--- src/rtl/bus_mailbox_pkg.sv ---
// Shared definitions for the CPU mailbox: register offsets and bit positions
// within the STATUS and CTRL registers.
package bus_mailbox_pkg;

  localparam logic [1:0] OFF_DATA   = 2'd0;
  localparam logic [1:0] OFF_STATUS = 2'd1;
  localparam logic [1:0] OFF_CTRL   = 2'd2;
  localparam logic [1:0] OFF_PEEK   = 2'd3;

  localparam int unsigned ST_RX_NONEMPTY = 0;
  localparam int unsigned ST_TX_NOT_FULL = 1;
  localparam int unsigned ST_RX_OVF      = 2;
  localparam int unsigned ST_TX_OVF      = 3;

  localparam int unsigned CTRL_FLUSH_RX = 0;
  localparam int unsigned CTRL_FLUSH_TX = 1;
  localparam int unsigned CTRL_CLR_OVF  = 2;

endpackage

--- src/rtl/sync_fifo.sv ---
// Byte-wide synchronous FIFO with combinational head, flush and occupancy count.
// Push when full and pop when empty are ignored internally.
module sync_fifo #(
  parameter int unsigned DEPTH = 16
) (
  input  logic                     clk,
  input  logic                     n_reset,
  input  logic                     i_push,
  input  logic [7:0]               i_data,
  input  logic                     i_pop,
  input  logic                     i_flush,
  output logic [7:0]               o_head,
  output logic                     o_full,
  output logic                     o_empty,
  output logic [$clog2(DEPTH):0]   o_count
);

  localparam int unsigned AW = $clog2(DEPTH);

  logic [7:0]    r_mem [DEPTH];
  logic [AW-1:0] r_wr_ptr;
  logic [AW-1:0] r_rd_ptr;
  logic [AW:0]   r_count;
  logic          w_do_push;
  logic          w_do_pop;

  assign o_full    = (r_count == (AW+1)'(DEPTH));
  assign o_empty   = (r_count == '0);
  assign o_count   = r_count;
  assign o_head    = r_mem[r_rd_ptr];
  assign w_do_push = i_push & ~o_full;
  assign w_do_pop  = i_pop & ~o_empty;

  always_ff @(posedge clk or negedge n_reset) begin
    if (!n_reset) begin
      r_wr_ptr <= '0;
      r_rd_ptr <= '0;
      r_count  <= '0;
    end else if (i_flush) begin
      r_wr_ptr <= '0;
      r_rd_ptr <= '0;
      r_count  <= '0;
    end else begin
      if (w_do_push) r_wr_ptr <= r_wr_ptr + AW'(1);
      if (w_do_pop)  r_rd_ptr <= r_rd_ptr + AW'(1);
      if (w_do_push && !w_do_pop)      r_count <= r_count + (AW+1)'(1);
      else if (w_do_pop && !w_do_push) r_count <= r_count - (AW+1)'(1);
    end
  end

  // Storage needs no reset; entries are only visible once pushed.
  always_ff @(posedge clk) begin
    if (w_do_push && !i_flush) r_mem[r_wr_ptr] <= i_data;
  end

endmodule

--- src/rtl/bus_mailbox.sv ---
// Memory-mapped CPU mailbox: 4-byte window with an RX FIFO drained by CPU reads
// and a TX FIFO filled by CPU writes. Side effects fire once per CPU access.
module bus_mailbox
  import bus_mailbox_pkg::*;
#(
  parameter logic [15:0] BASE_ADDR = 16'h6000,
  parameter int unsigned DEPTH     = 16
) (
  input  logic        clk,
  input  logic        n_reset,
  input  logic [15:0] adr_bus,
  input  logic        RW,
  input  logic [7:0]  data_in,
  output logic [7:0]  data_out,
  output logic        data_oe,
  input  logic [7:0]  rx_in_data,
  input  logic        rx_in_valid,
  output logic        rx_in_ready,
  output logic [7:0]  tx_out_data,
  output logic        tx_out_valid,
  input  logic        tx_out_ready
);

  localparam int unsigned CW = $clog2(DEPTH) + 1;

  logic          w_sel, w_first, w_rd_first, w_wr_first;
  logic [1:0]    w_off;
  logic [3:0]    w_acc;
  logic [3:0]    r_prev_acc;
  logic [7:0]    r_data_out, w_rd_data, w_status;
  logic          r_rx_ovf, r_tx_ovf;
  logic [7:0]    w_rx_head;
  logic          w_rx_full, w_rx_empty, w_tx_full, w_tx_empty;
  logic [CW-1:0] w_rx_count, w_tx_count;
  logic          w_rx_push, w_rx_pop, w_tx_push, w_tx_pop;
  logic          w_ctrl_wr, w_flush_rx, w_flush_tx, w_clr_ovf;
  logic          w_tx_ovf_set, w_rx_ovf_set;

  assign w_sel      = (adr_bus[15:2] == BASE_ADDR[15:2]);
  assign w_off      = adr_bus[1:0];
  assign w_acc      = {w_sel, RW, w_off};
  assign w_first    = (w_acc != r_prev_acc);
  assign w_rd_first = w_sel & RW & w_first;
  assign w_wr_first = w_sel & ~RW & w_first;
  assign data_oe    = w_sel & RW;
  assign data_out   = r_data_out;

  assign w_rx_push    = rx_in_valid & ~w_rx_full;
  assign w_rx_ovf_set = rx_in_valid & w_rx_full;
  assign w_rx_pop     = w_rd_first & (w_off == OFF_DATA) & ~w_rx_empty;
  assign w_tx_push    = w_wr_first & (w_off == OFF_DATA) & ~w_tx_full;
  assign w_tx_ovf_set = w_wr_first & (w_off == OFF_DATA) & w_tx_full;
  assign w_tx_pop     = ~w_tx_empty & tx_out_ready;
  assign w_ctrl_wr    = w_wr_first & (w_off == OFF_CTRL);
  assign w_flush_rx   = w_ctrl_wr & data_in[CTRL_FLUSH_RX];
  assign w_flush_tx   = w_ctrl_wr & data_in[CTRL_FLUSH_TX];
  assign w_clr_ovf    = w_ctrl_wr & data_in[CTRL_CLR_OVF];

  assign rx_in_ready  = ~w_rx_full;
  assign tx_out_valid = ~w_tx_empty;

  always_comb begin
    w_status                 = '0;
    w_status[ST_RX_NONEMPTY] = (w_rx_count != '0);
    w_status[ST_TX_NOT_FULL] = (w_tx_count != CW'(DEPTH));
    w_status[ST_RX_OVF]      = r_rx_ovf;
    w_status[ST_TX_OVF]      = r_tx_ovf;
  end

  // Later cycles of a held RX_DATA read keep the latched byte.
  always_comb begin
    w_rd_data = r_data_out;
    unique case (w_off)
      OFF_DATA:   if (w_first) w_rd_data = w_rx_empty ? 8'h00 : w_rx_head;
      OFF_STATUS: w_rd_data = w_status;
      OFF_CTRL:   w_rd_data = 8'h00;
      OFF_PEEK:   w_rd_data = w_rx_empty ? 8'h00 : w_rx_head;
    endcase
  end

  always_ff @(posedge clk or negedge n_reset) begin
    if (!n_reset) begin
      r_prev_acc <= '0;
      r_data_out <= 8'h00;
      r_rx_ovf   <= 1'b0;
      r_tx_ovf   <= 1'b0;
    end else begin
      r_prev_acc <= w_acc;
      if (w_sel && RW) r_data_out <= w_rd_data;
      if (w_clr_ovf) begin
        r_rx_ovf <= 1'b0;
        r_tx_ovf <= 1'b0;
      end else begin
        if (w_rx_ovf_set) r_rx_ovf <= 1'b1;
        if (w_tx_ovf_set) r_tx_ovf <= 1'b1;
      end
    end
  end

  sync_fifo #(.DEPTH(DEPTH)) u_rx_fifo (
    .clk     (clk),
    .n_reset (n_reset),
    .i_push  (w_rx_push),
    .i_data  (rx_in_data),
    .i_pop   (w_rx_pop),
    .i_flush (w_flush_rx),
    .o_head  (w_rx_head),
    .o_full  (w_rx_full),
    .o_empty (w_rx_empty),
    .o_count (w_rx_count)
  );

  sync_fifo #(.DEPTH(DEPTH)) u_tx_fifo (
    .clk     (clk),
    .n_reset (n_reset),
    .i_push  (w_tx_push),
    .i_data  (data_in),
    .i_pop   (w_tx_pop),
    .i_flush (w_flush_tx),
    .o_head  (tx_out_data),
    .o_full  (w_tx_full),
    .o_empty (w_tx_empty),
    .o_count (w_tx_count)
  );

endmodule

--- config.mk ---
export PLATFORM = sky130hd
export DESIGN_NAME = bus_mailbox
export DESIGN_NICKNAME = d
export VERILOG_FILES = /design/src/rtl/bus_mailbox_pkg.sv /design/src/rtl/sync_fifo.sv /design/src/rtl/bus_mailbox.sv
export SDC_FILE = /design/constraint.sdc
export NUM_CORES = 1
export LEC_CHECK = 0
export CORE_MARGIN = 2
export CORE_UTILIZATION = 54
export CTS_CLUSTER_SIZE = 16
export DETAILED_ROUTE_END_ITERATION = 12
export HOLD_SLACK_MARGIN = 0.1
export PLACE_DENSITY_LB_ADDON = 0.2
export SLEW_MARGIN = 0
export SYNTH_ARGS = -nofsm -noshare
export SYNTH_HDL_FRONTEND = slang
export SYNTH_HIERARCHICAL = 1
export SYNTH_SLANG_ARGS = --single-unit
export TNS_END_PERCENT = 5
--- constraint.sdc ---
create_clock -name clk -period 2.8 [get_ports clk]
set_input_delay 0.28 -clock clk [delete_from_list [all_inputs] [get_ports clk]]
set_output_delay 0.28 -clock clk [all_outputs]
set_load 0.02 [all_outputs]
* After elaboration in Yosys (flattened, before gate mapping)
Memories as Yosys holds them, arrays and structs flattened.
Cells that the tools add are included.
** Storage, ports and cells
- Flip-flop bits (word level) :: 40
- Memory bits (writable) :: 256
- Bits of input ports :: 37
- Output and inout port bits :: 19
- Logic and storage cells :: 105
- Memories :: 2
** Operators by class
- Add/subtract/negate cells :: 8
- Eq/ne operators :: 9
- Multiplexer cells :: 25
- Bitwise logic cells :: 25
- Reduce and logical (&&, ||, !) cells :: 26
** Memories
- u_rx_fifo.r_mem :: words 16, bits a word 8, read ports 1, clocked after Yosys merged registers in 0, write ports 1, RTL line sync_fifo.sv:20 : logic [7:0] r_mem [DEPTH];
- u_tx_fifo.r_mem :: words 16, bits a word 8, read ports 1, clocked after Yosys merged registers in 0, write ports 1, RTL line sync_fifo.sv:20
** Operators by type and width (count)
- 2-to-1 mux 4 bit :: 8
- case mux 8 bit (4 select lines) :: 1
- 2-to-1 mux 5 bit :: 6
- AND 1 bit :: 20
- adder 4 x 1 -> 4 bit, second input constant :: 4
- 2-to-1 mux 8 bit :: 2
- == test 14 x 13 -> 1 bit, second input constant :: 1
- nonzero test 2 bit :: 6
- adder 5 x 1 -> 5 bit, second input constant :: 2
- == test 5 bit, second input constant :: 2
- zero test 5 bit :: 2
- subtractor 5 x 1 -> 5 bit, second input constant :: 2
- 2-to-1 mux 1 bit :: 8
- logical AND 1 bit :: 7
- zero test 1 bit :: 6
- nonzero test 3 bit :: 2
- != test 5 bit, second input constant :: 1
- NOT 1 bit :: 5
- nonzero test 5 bit :: 1
- == test 2 bit, second input constant :: 2
- != test 4 bit :: 1
- == test 2 x 1 -> 1 bit, second input constant :: 1
- zero test 2 bit :: 1
- != test 2 bit, second input constant :: 1
- AND reduction 2 bit :: 1

* Longest topological paths before layout
- Word-level depth :: 11
- Mapped depth :: 15
- Gate-level depth less buffers :: 13

* Hierarchy
Netlist, hierarchy kept.
** By module, submodules not included
- sync_fifo (u_rx_fifo) :: instances 1, cells an instance 339, area each 5806.8 sq um, seq. area each 4169.0 sq um
- sync_fifo (u_tx_fifo) :: instances 1, cells an instance 304, area each 5718.0 sq um, seq. area each 4169.0 sq um
- bus_mailbox :: instances 1, cells an instance 82, area each 828.3 sq um, seq. area each 350.3 sq um

* Worst setup path before layout
Ideal clock, no wire load.
- Kind :: flip-flop to flip-flop
- Start :: register u_rx_fifo.r_count[2], in the netlist u_rx_fifo/o_count[2]
- End :: register u_rx_fifo.r_count[4], in the netlist u_rx_fifo/o_count[4]
- Library setup time :: 0.125 ns
- Arrival time :: 2.968 ns
- Required time :: 2.675 ns
- Setup slack :: -0.292 ns
- Stages on the path, launching flop included :: 14
- Buffers on the path :: 2
- Period minus slack after synthesis :: 3.092 ns
- Cells stage by stage :: dfrtp_1 > or4_1 > buf_2 > nor2_1 > nor2b_1 > o21a_1 > buf_6 > ha_1 > inv_1 > ha_1 > a21o_1 > a21oi_1 > mux2i_1 > mux2_2
** On the way
- Elaborated cells on any way between the ends :: 18
- Those cells by class :: add/sub: 2; eq/ne: 1; mux: 3; bitwise: 6; reduce/logical: 6
** RTL lines
- start, declared :: RTL line sync_fifo.sv:23 : logic [AW:0] r_count;
- start signal, assigned :: RTL line sync_fifo.sv:46 : if (w_do_push && !w_do_pop) r_count <= r_count + (AW+1)'(1);
- start signal, assigned :: RTL line sync_fifo.sv:47 : else if (w_do_pop && !w_do_push) r_count <= r_count - (AW+1)'(1);
- == test 5 bit * :: RTL line sync_fifo.sv:27 : assign o_full = (r_count == (AW+1)'(DEPTH));
- named net w_rx_full :: RTL line bus_mailbox.sv:33 : logic w_rx_full, w_rx_empty, w_tx_full, w_tx_empty;
- NOT 1 bit * :: RTL line bus_mailbox.sv:48 : assign w_rx_push = rx_in_valid & ~w_rx_full;
- AND 1 bit * :: RTL line bus_mailbox.sv:48
- named net w_rx_push :: RTL line bus_mailbox.sv:35 : logic w_rx_push, w_rx_pop, w_tx_push, w_tx_pop;
- AND 1 bit * :: RTL line sync_fifo.sv:31 : assign w_do_push = i_push & ~o_full;
- logical AND 1 bit or zero test 1 bit (tied branches) :: RTL line sync_fifo.sv:46, sync_fifo.sv:47
- 2-to-1 mux 5 bit or logical AND 1 bit (tied branches) :: RTL line sync_fifo.sv:46, sync_fifo.sv:47
- 2-to-1 mux 5 bit or nonzero test 3 bit (tied branches)
Mark *: on every way through the listed nets, which the timed path passes. The rest lies on a longest branch. The select of a mux whose other input is x is not followed.
A chain may end at the register's enable or synchronous reset.

* Worst setup path in the final report
- Start :: register u_rx_fifo.r_count[2], in the netlist u_rx_fifo/o_count[2]
- End :: register u_rx_fifo.r_count[4], in the netlist u_rx_fifo/o_count[4]
** On the way
- Cells in the longest elaborated chain, start to end :: 8
- Elaborated cells on any way between the ends :: 18
- Those cells by class :: add/sub: 2; eq/ne: 1; mux: 3; bitwise: 6; reduce/logical: 6
** Ends and longest elaborated chain
- zero test 5 bit * :: RTL line sync_fifo.sv:28 : assign o_empty = (r_count == '0);
- named net w_rx_empty :: RTL line bus_mailbox.sv:33
- NOT 1 bit * :: RTL line bus_mailbox.sv:50 : assign w_rx_pop = w_rd_first & (w_off == OFF_DATA) & ~w_rx_empty;
- AND 1 bit * :: RTL line bus_mailbox.sv:50
- named net w_rx_pop :: RTL line bus_mailbox.sv:35
- AND 1 bit * :: RTL line sync_fifo.sv:32 : assign w_do_pop = i_pop & ~o_empty;
- zero test 1 bit :: RTL line sync_fifo.sv:46
- logical AND 1 bit :: RTL line sync_fifo.sv:46
- 2-to-1 mux 5 bit :: RTL line sync_fifo.sv:46
- 2-to-1 mux 5 bit :: RTL line sync_fifo.sv:39 : end else if (i_flush) begin
Marked as above.

==> flow_summary.html <==
<table>
<tr><th>Metric</th><th>Value</th></tr>
<tr><th colspan="2">Critical path</th></tr>
<tr><td>Max stage delay cell, worst path</td><td>or4_4</td></tr>
<tr><td>CP endpoint kind</td><td>flop</td></tr>
<tr><td>Category of the worst setup path launch point</td><td>flop</td></tr>
<tr><td>CP top delay family</td><td>simple AND/OR/NAND/NOR gates</td></tr>
<tr><td>Setup crit start</td><td>u_rx_fifo/o_count[2]</td></tr>
<tr><td>WP data arrival</td><td>3.38 ns</td></tr>
<tr><td>Worst-path cell chain</td><td>or4_4, nor2_4, nor4_4, o21ai_2, ha_2, inv_2, buf_6, fa_2, a21o_1, a21oi_2, mux2i_1, mux2_2</td></tr>
<tr><td>Required time at the worst-slack endpoint</td><td>around 3.2 ns</td></tr>
<tr><td>Buffering stage count on the worst path with inverters included</td><td>2</td></tr>
<tr><td>Crit Path Max Fanout</td><td>5</td></tr>
<tr><td>Startpoint of the worst register-to-register path</td><td>u_rx_fifo/o_count[2]</td></tr>
<tr><td>Worst stage delay on the critical path</td><td>0.59 ns</td></tr>
<tr><td>Category of the most critical setup path</td><td>flop to flop</td></tr>
<tr><th colspan="2">CTS</th></tr>
<tr><td>Source-to-sink clock delay at the later pin of the worst-skew pair</td><td>around 0.55 ns</td></tr>
<tr><td>Clock slew at reported path FFs</td><td>around 0.060 ns</td></tr>
<tr><td>H-tree depth</td><td>1</td></tr>
<tr><td>Maximum clock path buffer count</td><td>3</td></tr>
<tr><td>CTS tree</td><td>done</td></tr>
<tr><td>Library cell used as clock root buffer</td><td>clkbuf_16</td></tr>
<tr><td>TritonCTS sink count</td><td>around 300</td></tr>
<tr><td>Clock buffer count from CTS</td><td>29</td></tr>
<tr><th colspan="2">Global routing</th></tr>
<tr><td>Global-route total usage across every layer</td><td>a little over a fifth</td></tr>
<tr><td>GRT overflow</td><td>0</td></tr>
<tr><td>Maximum number of pins on one net before global-route repair</td><td>41</td></tr>
<tr><td>Via count of the first global-routing pass</td><td>~7000</td></tr>
<tr><td>Global-route wire length before repair</td><td>about 39000 um</td></tr>
<tr><td>Initial antenna violation count</td><td>0</td></tr>
<tr><th colspan="2">Synth</th></tr>
<tr><td>Mapped Area</td><td>12350 um2</td></tr>
<tr><td>Sequential-to-total area share from yosys stat</td><td>70.33%</td></tr>
<tr><td>Fraction of synthesis flops using an asynchronous set or reset pin</td><td>approximately 14%</td></tr>
<tr><td>Syn_area_per_cell</td><td>around 17 um2</td></tr>
<tr><td>Ys Warns</td><td>6</td></tr>
<tr><td>Synth unique cells</td><td>a little over 50</td></tr>
<tr><td>Flops &amp; latches, synth</td><td>roughly 300</td></tr>
<tr><td>Number of synthesized flops with an enable pin</td><td>256</td></tr>
<tr><td>Area fraction of the dominant cell type after synthesis</td><td>62.23%</td></tr>
<tr><td>Net count after synthesis</td><td>~800</td></tr>
<tr><td>Most used DFF post-synth</td><td>edfxtp_1</td></tr>
<tr><td>Cells after synthesis</td><td>~730</td></tr>
<tr><td>Synth top area cells</td><td>edfxtp_1 62%, mux4_2 8.8%, dfrtp_1 8.1%</td></tr>
<tr><td>Cell accounting for the most synthesized area</td><td>edfxtp_1</td></tr>
<tr><th colspan="2">Placement</th></tr>
<tr><td>Post-place instance area</td><td>13730 um2</td></tr>
<tr><td>Count of input and output buffers</td><td>55</td></tr>
<tr><td>Pre-CTS setup slack</td><td>-0.6874 ns</td></tr>
<tr><td>Final weighted congestion of routability-driven global placement</td><td>about 0.80</td></tr>
<tr><td>Post-DP HPWL</td><td>about 17000 um</td></tr>
<tr><th colspan="2">Drt</th></tr>
<tr><td>Remaining antenna violation count after routing</td><td>0</td></tr>
<tr><td>Starting DRC count in detailed routing</td><td>494</td></tr>
<tr><td>First-pass iteration count of the detailed router</td><td>5</td></tr>
<tr><td>Routed via count</td><td>6845</td></tr>
<tr><td>DRC violation count after routing</td><td>0</td></tr>
<tr><td>DR WL/cell</td><td>about 21 um</td></tr>
<tr><td>Total Routed Length</td><td>approximately 25000 um</td></tr>
<tr><td>Routed via count divided by cell count</td><td>5.791</td></tr>
<tr><th colspan="2">STA</th></tr>
<tr><td>Max Clock Skew</td><td>around 0.024 ns</td></tr>
<tr><td>Final setup violating endpoints</td><td>2</td></tr>
<tr><td>Least-Margin Pin Slew</td><td>approximately 0.95 ns</td></tr>
<tr><td>Count of final max-slew check failures</td><td>0</td></tr>
<tr><td>Time the worst path needs with I/O delays and setup</td><td>just under 3 ns</td></tr>
<tr><td>RSZ-0062 raised after global routing</td><td>yes</td></tr>
<tr><td>Hold Worst Slack</td><td>around 0.33 ns</td></tr>
<tr><td>Fin worst setup slack</td><td>-0.1437 ns</td></tr>
<tr><td>Endpoints failing hold</td><td>0</td></tr>
<tr><td>Max_slew headroom</td><td>between 30% and 40%</td></tr>
<tr><td>Final period utilization</td><td>105.1%</td></tr>
<tr><td>F_max</td><td>approximately 0.34 GHz</td></tr>
<tr><th colspan="2">Worst hold path</th></tr>
<tr><td>Hold path start</td><td>adr_bus[10]</td></tr>
<tr><td>Worst hold-check path type</td><td>input port to flop</td></tr>
<tr><th colspan="2">Pwr</th></tr>
<tr><td>IR drop worst, VDD</td><td>approximately 0.00053 V</td></tr>
<tr><td>Power, Total</td><td>10.97 mW</td></tr>
<tr><td>LEAKAGE</td><td>about 5.4 nW</td></tr>
<tr><td>Power Dens Cells</td><td>729.3 nW/um2</td></tr>
<tr><th colspan="2">Die</th></tr>
<tr><td>Initial core utilization</td><td>54.73%</td></tr>
<tr><td>Die Footprint</td><td>24100 um2</td></tr>
<tr><td>Core Box Area</td><td>around 23000 um2</td></tr>
<tr><td>Num rows</td><td>55</td></tr>
<tr><td>Die X</td><td>155.3 um</td></tr>
<tr><td>I/O pin count</td><td>56</td></tr>
<tr><td>Vertical extent of the die</td><td>approximately 160 um</td></tr>
<tr><th colspan="2">Layout</th></tr>
<tr><td>Layout cells sized above 1</td><td>between 20% and 30%</td></tr>
<tr><td>Layout-stage area growth over the synthesis result</td><td>21.76%</td></tr>
<tr><td>Total number of nets in the final design</td><td>approximately 940</td></tr>
<tr><td>Inserted Diodes</td><td>0</td></tr>
<tr><td>Post-route design area</td><td>around 15000 um2</td></tr>
<tr><th colspan="2">Outcome</th></tr>
<tr><td>Violated checks</td><td>negative setup slack</td></tr>
<tr><td>Outcome</td><td>complete, but fails checks</td></tr>
<tr><th colspan="2">Run</th></tr>
<tr><td>Max-cap violation count</td><td>0</td></tr>
</table>
-- Yosys cell counts (all sizes together), types with 2 or more instances --
master and count:
or4 2, o21ai 10, mux2i 43, a32o 4, o31ai 2, nor3 4, nor4b 2, nand2 36
xnor2 9, or3 2, a21o 2, buf 21, o21a 3, mux4 48, inv 19, a21oi 8
ha 23, a221oi 16, nor2 73, fa 2, edfxtp 256, nor4 5, dfrtp 40, clkbuf 15
nand3b 3, and3 3, xor2 10, o211ai 6, nor2b 7, and4 2, nand3 3, a22oi 24
and2 4, nand4 2, mux2 7
-- timing repair --
item                       4_1_cts  5_1_grt
resized for setup               14       35
hold endpoints to repair        40        1
pin swaps                        8       11
setup endpoints to repair       12      134
buffers inserted                12        9
hold buffers                     1        1
cloned                           1        0
-- registers in the layout (all words and copies together) (netlist names) --
register and cells:
data_out 8, r_prev_acc 4, r_rx_ovf 1, r_tx_ovf 1
u_rx_fifo/o_count 5, u_rx_fifo/r_mem 128, u_rx_fifo/r_rd_ptr 4, u_rx_fifo/r_wr_ptr 4
u_tx_fifo/o_count 5, u_tx_fifo/r_mem 128, u_tx_fifo/r_rd_ptr 4, u_tx_fifo/r_wr_ptr 4
-- cell usage in the layout, fill, tap and decap left out, types with 19 or more instances in the layout --
master,n
mux4_2,48
clkbuf_16,29
nor2_1,65
dfrtp_1,38
mux2i_1,43
ha_1,19
buf_4,90
a22oi_1,23
clkdlybuf4s50_1,35
nand2_1,36
edfxtp_1,256
-- logic make-up (layout without fill, tap and decap cells) --
| kind of cell | after synthesis | in the layout | synth area share (%) |
|---|---|---|---|
| AOI/OAI and AO/OA | 80 | 80 | 5.064 |
| xor gates and xnor gates | 19 | 19 | 1.347 |
| adders and majority gates | 25 | 25 | 2.654 |
| buffers and inverters | 56 | 228 | 2.097 |
| DFF | 296 | 296 | 70.33 |
| muxes | 98 | 98 | 12.87 |
| and+or+nand+nor | 151 | 151 | 5.632 |
-- metal layers --
layer / vias to the layer above / share of wire (%) / global-route usage [%]
met1: 3456 / 41 / 28.21
met5: - / 0 / 0
met3: 55 / 4.7 / 3.120
met2: 202 / 51 / 36.40
met4: 0 / 2.9 / 6.073
li1: 3132 / - / -
-- through the flow --
step,utilization [%],setup TNS [ns],instances
2_1_floorplan,-,-0.2343,725
3_3_place_gp,60.81,-34.90,1104
3_5_place_dp,60.81,-58.92,1104
4_1_cts,65.72,-0.3019,1172
5_1_grt,66.64,-0.6186,1182
6_report,66.64,-0.2188,1182
-- worst min-delay path: stages --
cell            delay, ns
dlymetal6s2s_1       0.12
nor4_2               0.07
nand4_1              0.18
buf_4                0.16
inv_1                0.03
-- power by group --
part / switching (mW) / internal (mW)
Sequential: 0.0657 / 4.87
Clock: 1.57 / 2.26
Combinational: 1.13 / 1.08
Total: 2.76 / 8.20
-- worst paths after layout --
check | to | slack [ns] | cells past startpoint
setup / recovery | u_rx_fifo/o_count[4] | -0.14 | 12
hold / removal | r_prev_acc[3] | 0.33 | 5
setup reg to reg | u_rx_fifo/o_count[4] | -0.14 | 12
hold reg to reg | data_out[2] | 0.51 | 1
max in group asynchronous | u_rx_fifo/r_rd_ptr[0] | 1.73 | 2
min in group asynchronous | u_rx_fifo/r_wr_ptr[0] | 0.42 | 2
-- area by class of cell --
type,instances,area (um2)
multi-input combinational,373,3578
clock buffer,33,740.7
timing repair buffer,154,1385
tap,285,356.6
inverter,20,80.08
sequential,296,8691
clock inverter,21,209.0
fill,1504,7531
(Power assumes the default switching activity.)
